### src/rtl/key_press_conditioner.sv
// key_press_conditioner: turns raw active-low push buttons into a debounced
// level plus single-cycle press, release and long-press events per key.
// Each key has its own synchronizer, debounce counter, level FSM and hold
// counter. All outputs are registered.
module key_press_conditioner #(
  parameter int unsigned N_KEYS          = 3,
  parameter int unsigned DEBOUNCE_CYCLES = 500000,
  parameter int unsigned LONG_CYCLES     = 50000000
) (
  input  logic              i_clk,
  input  logic              i_rst_n,
  input  logic [N_KEYS-1:0] i_keys_n,
  output logic [N_KEYS-1:0] o_press,
  output logic [N_KEYS-1:0] o_release,
  output logic [N_KEYS-1:0] o_long,
  output logic [N_KEYS-1:0] o_level
);

  localparam int unsigned DW = $clog2(DEBOUNCE_CYCLES + 1);
  localparam int unsigned HW = $clog2(LONG_CYCLES + 1);

  localparam logic [DW-1:0] DC_ONE = DW'(1);
  localparam logic [DW-1:0] DC_MAX = DW'(DEBOUNCE_CYCLES);
  localparam logic [HW-1:0] HC_ONE = HW'(1);
  localparam logic [HW-1:0] HC_MAX = HW'(LONG_CYCLES);
  localparam logic [HW-1:0] HC_PRE = HW'(LONG_CYCLES - 1);

  typedef enum logic [1:0] {
    RELEASED,
    PRESS_CHK,
    PRESSED,
    RELEASE_CHK
  } key_state_e;

  logic [N_KEYS-1:0] sync1_q;
  logic [N_KEYS-1:0] sync2_q;
  logic [N_KEYS-1:0] key_s;

  key_state_e        state_q [N_KEYS];
  key_state_e        state_d [N_KEYS];
  logic [DW-1:0]     dc_q    [N_KEYS];
  logic [DW-1:0]     dc_d    [N_KEYS];
  logic [HW-1:0]     hc_q    [N_KEYS];
  logic [HW-1:0]     hc_d    [N_KEYS];

  logic [N_KEYS-1:0] press_q, press_d;
  logic [N_KEYS-1:0] release_q, release_d;
  logic [N_KEYS-1:0] long_q, long_d;
  logic [N_KEYS-1:0] level_q, level_d;

  // Two-flop synchronizer; resets to the released (high) level.
  always_ff @(posedge i_clk or negedge i_rst_n) begin
    if (!i_rst_n) begin
      sync1_q <= '1;
      sync2_q <= '1;
    end else begin
      sync1_q <= i_keys_n;
      sync2_q <= sync1_q;
    end
  end

  assign key_s = ~sync2_q;

  // Per-key state, counters and registered event outputs.
  always_ff @(posedge i_clk or negedge i_rst_n) begin
    if (!i_rst_n) begin
      for (int unsigned k = 0; k < N_KEYS; k++) begin
        state_q[k] <= RELEASED;
        dc_q[k]    <= '0;
        hc_q[k]    <= '0;
      end
      press_q   <= '0;
      release_q <= '0;
      long_q    <= '0;
      level_q   <= '0;
    end else begin
      for (int unsigned k = 0; k < N_KEYS; k++) begin
        state_q[k] <= state_d[k];
        dc_q[k]    <= dc_d[k];
        hc_q[k]    <= hc_d[k];
      end
      press_q   <= press_d;
      release_q <= release_d;
      long_q    <= long_d;
      level_q   <= level_d;
    end
  end

  // Next-state, counter and event logic for every key.
  always_comb begin
    press_d   = '0;
    release_d = '0;
    long_d    = '0;
    level_d   = '0;
    for (int unsigned k = 0; k < N_KEYS; k++) begin
      state_d[k] = state_q[k];
      dc_d[k]    = dc_q[k];
      hc_d[k]    = hc_q[k];

      // Hold time runs through release bounces so a bounce does not restart
      // the long-press window; an accepted release below overrides this.
      if ((state_q[k] == PRESSED || state_q[k] == RELEASE_CHK) && hc_q[k] < HC_MAX) begin
        hc_d[k]   = hc_q[k] + HC_ONE;
        long_d[k] = (hc_q[k] == HC_PRE);
      end

      unique case (state_q[k])
        RELEASED: begin
          if (key_s[k]) begin
            state_d[k] = PRESS_CHK;
            dc_d[k]    = DC_ONE;
          end
        end
        PRESS_CHK: begin
          if (!key_s[k]) begin
            state_d[k] = RELEASED;
            dc_d[k]    = '0;
          end else if (dc_q[k] == DC_MAX) begin
            state_d[k] = PRESSED;
            dc_d[k]    = '0;
            hc_d[k]    = '0;
            press_d[k] = 1'b1;
          end else begin
            dc_d[k] = dc_q[k] + DC_ONE;
          end
        end
        PRESSED: begin
          if (!key_s[k]) begin
            state_d[k] = RELEASE_CHK;
            dc_d[k]    = DC_ONE;
          end
        end
        RELEASE_CHK: begin
          if (key_s[k]) begin
            state_d[k] = PRESSED;
            dc_d[k]    = '0;
          end else if (dc_q[k] == DC_MAX) begin
            state_d[k]   = RELEASED;
            dc_d[k]      = '0;
            hc_d[k]      = '0;
            long_d[k]    = 1'b0;
            release_d[k] = 1'b1;
          end else begin
            dc_d[k] = dc_q[k] + DC_ONE;
          end
        end
      endcase

      level_d[k] = (state_d[k] == PRESSED) || (state_d[k] == RELEASE_CHK);
    end
  end

  assign o_press   = press_q;
  assign o_release = release_q;
  assign o_long    = long_q;
  assign o_level   = level_q;

endmodule

### config.mk
export PLATFORM = sky130hd
export DESIGN_NAME = key_press_conditioner
export DESIGN_NICKNAME = d
export VERILOG_FILES = /design/src/rtl/key_press_conditioner.sv
export SDC_FILE = /design/constraint.sdc
export NUM_CORES = 1
export LEC_CHECK = 0
export CORE_ASPECT_RATIO = 0.9
export CORE_MARGIN = 8
export CORE_UTILIZATION = 62
export CTS_CLUSTER_DIAMETER = 50
export CTS_CLUSTER_SIZE = 12
export DETAILED_ROUTE_END_ITERATION = 10
export PLACE_DENSITY = 0.79
export SLEW_MARGIN = 20
export SYNTH_ARGS = -nofsm -noshare
export SYNTH_HDL_FRONTEND = slang
export SYNTH_SLANG_ARGS = --single-unit
### constraint.sdc
create_clock -name i_clk -period 2.2 [get_ports i_clk]
set_input_delay 0.44 -clock i_clk [delete_from_list [all_inputs] [get_ports i_clk]]
set_output_delay 0.44 -clock i_clk [all_outputs]
set_load 0.05 [all_outputs]
Word-level counts from Yosys, hierarchy flattened
Cells that the tools add are included.
{"block": "op_classes", "shift": 0, "magnitude_cmp": 3, "n_reduce_logical": 15, "n_addsub": 6, "eq_ne": 27, "multipliers": 0, "mux": 81, "bitwise": 1, "n_div": 0}
{"operator": "$mux 26", "n": 12}
{"operator": "$mux 19", "n": 15}
{"operator": "$pmux 19 s4", "n": 3}
{"operator": "$pmux 26 s2", "n": 3}
{"operator": "$add 26x1->26 const B", "n": 3}
{"operator": "$eq 26x26->1 const B", "n": 3}
{"operator": "$lt 26x26->1 const B", "n": 3}
{"operator": "$add 19x1->19 const B", "n": 3}
{"operator": "$eq 19x19->1 const B", "n": 3}
{"operator": "$mux 2", "n": 18}
{"operator": "$mux 1", "n": 27}
{"operator": "$eq 2x2->1 const B", "n": 12}
{"operator": "$pmux 2 s4", "n": 3}
{"operator": "$ne 2x2->1 const B", "n": 6}
{"operator": "$eq 2x1->1 const B", "n": 3}
{"operator": "$logic_not 2->1", "n": 3}
{"operator": "$logic_or 1x1->1", "n": 6}
{"operator": "$reduce_and 2->1", "n": 3}
{"operator": "$logic_and 1x1->1", "n": 3}
{"operator": "$not 3->3", "n": 1}
{"block": "word_totals", "latch_bits": 0, "word_cells": 148, "register_bits": 159, "ram_bits": 0, "input_bits": 5, "mem_bits_ro": 0, "mem_count": 0}

Longest topological paths before layout
Gate-level depths: netlist of run 1.
{"block": "depth", "word_depth": 7, "mapped_depth": 9, "mapped_depth_nobuf": 7}

Least setup slack after synthesis of run 1
OpenSTA, ideal clock, no wires.
{"block": "synth_timing", "path_kind": "register to register", "from": "register dc_q[0] (netlist bit)", "to": "register dc_q[6] (netlist bit)", "required_time_ps": 2079, "setup_ps": 121, "t_arrival_ps": 1864, "path_slack_ps": 215, "path_stages_with_launch": 9, "path_cell_list": "dfrtp_1 -> inv_1 -> ha_1 -> nand4bb_1 -> nor4b_1 -> a21oi_1 -> buf_2 -> a21o_1 -> a22o_1"}
{"block": "synth_via", "elab_chain_cells": 4, "elab_cells_between_ends": 6}
{"element": "from (decl)", "line": "41", "rtl": "logic [DW-1:0] dc_q [N_KEYS];"}
{"element": "from (signal, indexed assignment)", "line": "79", "rtl": "dc_q[k] <= dc_d[k];"}
{"element": "$add 19x1->19 or $eq 19x19->1 (tied branches)"}
{"element": "$mux 19 *", "line": "118, 137"}
{"element": "$mux 19, on equally long branches", "line": "134, 115"}
{"element": "$pmux 19 s4 *", "line": "107", "rtl": "unique case (state_q[k])"}
Every way passes the cells marked *; elsewhere a longest branch is shown, timed or not.
A chain may end at the register's enable or synchronous reset.

==> metrics.txt, run 1 <==
Pre-antenna DRT Iters 5; Clock Skew 0.00560 ns; total track usage between 20% and 30%; CTS tree done; Max-slew headroom roughly 55%; fraction of final layout cells sized beyond drive strength 1 11.7%; fin crit share between 90 and 100%; Hold Path Class reg -> reg; DP HPWL 13100 um; starting density of the core between 60 and 70%; critical path type reg -> reg; Worst-Margin Slew approximately 0.68 ns; die width 141 um; syn_nets approximately 980; Root Buffer clkbuf_16; fmax approximately 470 MHz; final RePlAce weighted congestion 0.876; H-tree Lvls 4; Avg Cell Area, Syn 9.05 um2; number of port buffers 16; CTS Buffer Depth 2; Final WS setup about 0.071 ns; Post-synth EDFFs 0; Async SR Flop Fraction 100%; clk slew on worst S/H paths about 0.060 ns; Ports 17; DIE AREA ~18000 um2; status finished, final reports clean; # fillers around 1000; total gr overflow 0; row count 41; Avg Vias per Cell 6.33; crit-path max FO 32; nature of the critical path endpoint register; Worst-Skew Late Latency 0.43 ns; vias post-DR slightly below 8000; post-synthesis cell count around 960; dpl cells 1189; Worst VDD drop ~570 uV; Final setup viols 0; #FFs+latches synth 159; ANT cells 0; largest net degree at the start of global routing 53; final WL between 15000 and 20000 um; number of global-route vias before repair approximately 7000; CP arrival around 2.5 ns; WL/cell approximately 16 um; Synth warnings 0; initial antenna violation count 0; Place WS -0.0441 ns; antenna viol nets, final 0; first-pass GRT wire length about 33000 um; minimum clock period around 2.1 ns; non-filler cells, final around 1200; R2R setup slack 0.07 ns; Cell variety after synth 67; final hold vios 0; Synth Cell Area ~8700 um2; clk sinks roughly 160; sequential element share of the synthesized area around 46%; MaxCap Viol Count 0; CP Data Required Time between 2 and 3 ns; CORE AREA ~14000 um2; drt first-iter violations roughly 720; leakage power between 4 and 5 nW; DRC viols 0; minimum hold slack around 0.36 ns; startpoint types register; Slew Viols, Final 0; area growth from synthesis to final layout 16.6%; Die H 129 um; nets@finish 1031; CTS Buf Count 17; Power Density ~660 nW/um2; Top FF cell, synth dfrtp_1
[Yosys cell counts, types with 10 or more instances]
cell / number / area [um2]
or3_1: 37 / 231
and4_1: 16 / 140
o21ai_1: 26 / 130
nor3_1: 24 / 120
nand2b_1: 20 / 125
or4_1: 28 / 210
nand2_1: 105 / 394
buf_2: 16 / 80.1
o21ai_0: 36 / 180
clkbuf_1: 23 / 86.3
o31ai_1: 10 / 75.1
nand3_1: 52 / 260
o211ai_1: 14 / 105
a31oi_1: 29 / 181
and3_1: 24 / 150
inv_1: 23 / 86.3
mux2i_1: 13 / 130
a21oi_1: 82 / 410
nor2_1: 52 / 195
nand4_1: 45 / 282
dfrtp_1: 153 / 3830
[registers in the layout, indices dropped and copies added (netlist names)]
| register | cells |
|---|---|
| dc_q | 57 |
| hc_q | 78 |
| o_level | 3 |
| o_long | 3 |
| o_press | 3 |
| o_release | 3 |
| state_q | 6 |
| sync1_q | 3 |
| sync2_q | 3 |
[kinds of logic after synthesis]
logic type | after synthesis | synth area share (%)
multiplexers | 15 | 1.75
adder cells (fa/ha/maj) | 9 | 1.29
AO/OA/AOI/OAI | 245 | 17.2
flip-flops | 159 | 45.7
XOR/XNOR | 15 | 1.51
buffers and inverters | 65 | 3.20
AND/OR/NAND/NOR | 456 | 29.4
[power breakdown]
group          internal, mW  switching (mW)  total (mW)
Clock                  2.18            1.17        3.36
Combinational         0.129           0.197       0.325
Sequential             2.98          0.0853        3.07
[repair_timing]
action                                  CTS  global route
hold buffers                              1             0
endpoints found under the setup margin    9            33
hold endpoints to repair                 44             0
gates resized for setup                   1             7
setup buffers                             0             1
pin swaps                                 0             1
[cell type report]
| type | count | area [um2] | share of cell area [%] |
|---|---|---|---|
| clock buffer | 21 | 460 | 4.53 |
| multi-input combinational | 740 | 4490 | 44.2 |
| inverter | 23 | 86.3 | 0.849 |
| timing repair buffer | 76 | 693 | 6.81 |
| tap | 193 | 241 | 2.37 |
| sequential | 159 | 3990 | 39.2 |
| clock inverter | 11 | 210 | 2.07 |
[worst max-delay path, cell delays in order, from the launching register on]
cell     delay, ns
dfrtp_1       0.41
or4_1         0.59
nor3_4        0.24
o31ai_4       0.10
buf_6         0.20
or3_1         0.36
a21oi_1       0.15
[metal layers]
layer	wire length (um)	part of all wire, %	up-vias	global-route usage, %
li1	-	-	3738	-
met1	9320	47	3725	31.2
met2	9080	46	256	34.6
met3	1050	5.3	27	4.59
met4	220	1.1	0	6.19
met5	0	0	-	0
[path summary, 6_finish.rpt]
path,depth (start not counted),end,start
setup / recovery,6,hc_q[35]$_DFF_PN0_,hc_q[36]$_DFF_PN0_
hold / removal,0,sync2_q[2]$_DFF_PN1_,sync1_q[2]$_DFF_PN1_
setup reg to reg,6,hc_q[35]$_DFF_PN0_,hc_q[36]$_DFF_PN0_
hold reg to reg,0,sync2_q[2]$_DFF_PN1_,sync1_q[2]$_DFF_PN1_
max in group asynchronous,3,sync1_q[1]$_DFF_PN1_,i_rst_n
min in group asynchronous,2,hc_q[61]$_DFF_PN0_,i_rst_n
[layout by cell type (no fill, tap or decap), types with 7 or more instances in the layout]
cell             Yosys  layout
or4_1               28      28
a22o_1               7       7
nand2b_1            20      20
and2_1               9       9
o21ai_1             26      26
o21ai_0             36      36
xor2_1               9       9
nor2_1              52      52
nand3_1             52      52
a21o_1               9       7
nand2_1            105     105
or3_1               37      37
o211ai_1            14      14
o31ai_1             10      10
inv_1               23      23
clkdlybuf4s50_1      0      15
nor3_1              24      22
a31oi_1             29      29
mux2i_1             13      13
and3_1              24      24
ha_1                 9       9
and4_1              16      15
a41oi_1              8       8
buf_4                2      52
clkbuf_16            0      17
dfrtp_1            153     153
nand4_1             45      45
a21oi_1             82      82
[stage by stage]
stage	utilization, %	instance area (um2)	power [mW]	TNS (ns)
after CTS	72.9	10100	6.80	0
after global routing	73.2	10200	6.96	-0.0181
after detailed placement	68.0	9450	3.44	-0.158
after global placement	68.0	9450	3.43	-0.00806
after floorplan	-	8730	3.28	0
final	73.2	10200	6.75	0
Note: power is estimated with default switching activity, not from simulation.
==> run 2: changes to the inputs <==
--- a/config.mk
+++ b/config.mk
@@ -6,12 +6,13 @@
 export NUM_CORES = 1
 export LEC_CHECK = 0
 export CORE_ASPECT_RATIO = 0.9
-export CORE_MARGIN = 8
+export CORE_MARGIN = 3
 export CORE_UTILIZATION = 62
 export CTS_CLUSTER_DIAMETER = 50
 export CTS_CLUSTER_SIZE = 12
 export DETAILED_ROUTE_END_ITERATION = 10
 export PLACE_DENSITY = 0.79
+export RECOVER_POWER = 50
 export SLEW_MARGIN = 20
 export SYNTH_ARGS = -nofsm -noshare
 export SYNTH_HDL_FRONTEND = slang
==> metrics.txt, run 2 (synthesis results as in run 1) <==
minimum hold slack between 0.3 and 0.4 ns; final RePlAce weighted congestion approximately 0.96; final hold vios 0; # fillers approximately 1000; Final Util approximately three quarters; logic gate share of total power 4.8%; leakage power roughly 4.2 nW; Clock Skew around 0.0066 ns; setup TNS 0 ns; largest net degree at the start of global routing 45; CORE AREA around 14000 um2; antenna viol nets, final 0; CP Data Required Time 2.56 ns; commonest non-fill, non-tap cell in the layout dfrtp_1; Root Buffer clkbuf_16; critical path type reg -> reg; sequential share of power roughly 48%; drt first-iter violations around 730; Worst VDD drop approximately 560 uV; Sequential Area ~4000 um2; crit-path max FO 16; startpoint types register; Die H ~120 um; Worst-Margin Slew between 0.9 and 1 ns; total power draw around 6.5 mW; Hold Path Class reg -> reg; Slew Viols, Final 0; final WL about 21000 um; CTS tree done; Pint 5.02 mW; area growth from synthesis to final layout 14.7%; Worst-Skew Late Latency 0.43 ns; Pre-antenna DRT Iters 5; number of port buffers 16; fmax approximately 460 MHz; CP arrival around 2.5 ns; clk slew on worst S/H paths ~0.06 ns; Avg Vias per Cell 6.61; crit-path leading delay family simple AND/OR/NAND/NOR gates; worst-path cell chain or4_4 > nor3_4 > o31ai_4 > buf_12 > or3_1 > a21oi_2; status finished, final reports clean; dpl cells 1169; Power Density between 600 and 700 nW/um2; non-filler cells, final 1203; Switching Power 1.44 mW; row count 40; fin crit share between 90% and 100%; fraction of final layout cells sized beyond drive strength 1 11.2%; CTS Buf Count 17; H-tree Lvls 4; WL/cell 17.4 um; Ports 17; Clock Power Share 47.6%; vias post-DR between 7000 and 8000; nature of the critical path endpoint register; minimum clock period 2.16 ns; DP HPWL around 14000 um; DRC viols 0; first-pass GRT wire length 35600 um; die width approximately 130 um; Top reg by flops hc_q; most frequent cells in the layout dfrtp_1, nand2_1, a21oi_1; clk sinks roughly 160; Worst Path Buf+Inv 1; Sw Share between 20 and 25%; RSZ-0062 raised after global routing true; Max-slew headroom between 30% and 40%; total track usage between 20 and 30%; MaxCap Viol Count 0; starting density of the core 64.3%; initial antenna violation count 0; Final setup viols 0; CP max stage cell or4_4; number of flip-flops in the largest register roughly 80; Crit path largest cell delay 0.57 ns; CTS Buffer Depth 2; multi-input logic area 4540 um2; top flop regs hc_q (78), dc_q (57), state_q (6); total gr overflow 0; number of global-route vias before repair ~7600; DIE AREA roughly 16000 um2; nets@finish a little over 1000; ANT cells 0
run 2: cell types whose count changed in the layout (fill, tap and decap cells not counted), sizes merged:
cell | previous run | this run
buf | 60 | 39
bufinv | 6 | 4
clkbuf | 21 | 27
clkdlybuf4s50 | 15 | 12
clkinv | 3 | 4
dlygate4sd3 | 1 | 4
run 2: worst reg2reg max path, stage by stage, from the launching register on:
cell	delay [ns]
dfrtp_1	0.42
or4_4	0.57
nor3_4	0.26
o31ai_4	0.13
buf_12	0.18
or3_1	0.39
a21oi_2	0.14
run 2: routing by layer:
metal / wire [um] / global-route usage [%] / part of all wire [%]
met1: 9320 / 40.3 / 45
met5: 0 / 0 / 0
met3: 1340 / 6.42 / 6.4
met2: 9900 / 41.7 / 47
met4: 322 / 8.35 / 1.5
run 2: final cells by class:
cell class	instances	area share, %
inverter	23	0.863
tap	189	2.36
clock inverter	10	1.63
clock buffer	21	4.50
sequential	159	39.9
timing repair buffer	61	5.45
multi-input combinational	740	45.3
run 2: final timing paths:
path / depth (start not counted) / to / slack, ns / start
worst max-delay path: 6 / hc_q[34]$_DFF_PN0_ / 0.04 / hc_q[36]$_DFF_PN0_
worst min-delay path: 0 / sync2_q[2]$_DFF_PN1_ / 0.36 / sync1_q[2]$_DFF_PN1_
worst max register to register: 6 / hc_q[34]$_DFF_PN0_ / 0.04 / hc_q[36]$_DFF_PN0_
worst min register to register: 0 / sync2_q[2]$_DFF_PN1_ / 0.36 / sync1_q[2]$_DFF_PN1_
max in group asynchronous: 3 / hc_q[17]$_DFF_PN0_ / 0.33 / i_rst_n
min in group asynchronous: 2 / dc_q[27]$_DFFE_PN0P_ / 0.68 / i_rst_n
run 2: through the flow:
stage	cell area (um2)	worst slack, ns
after floorplan	8730	0.215
after global placement	9310	0.0746
after detailed placement	9310	-0.0927
after CTS	9940	0.00754
after global routing	10000	-0.0397
final	10000	0.0439
run 2: power by group through the flow:
stage	logic [mW]	clock network, mW	registers (mW)
global placement	0.295	0	3.12
global route	0.350	3.26	3.08
detailed placement	0.312	0	3.12
CTS	0.319	3.12	3.07
floorplan	0.215	0	3.07
finish	0.307	3.07	3.07
run 2: repair_timing:
action / 4_1_cts / 5_1_grt
setup endpoints to repair: 10 / 34
resized for setup: 1 / 19
endpoints found under the hold margin: 33 / 0
cloned: 0 / 1
setup buffers: 0 / 1
pin swaps: 0 / 4
hold buffers: 1 / 0
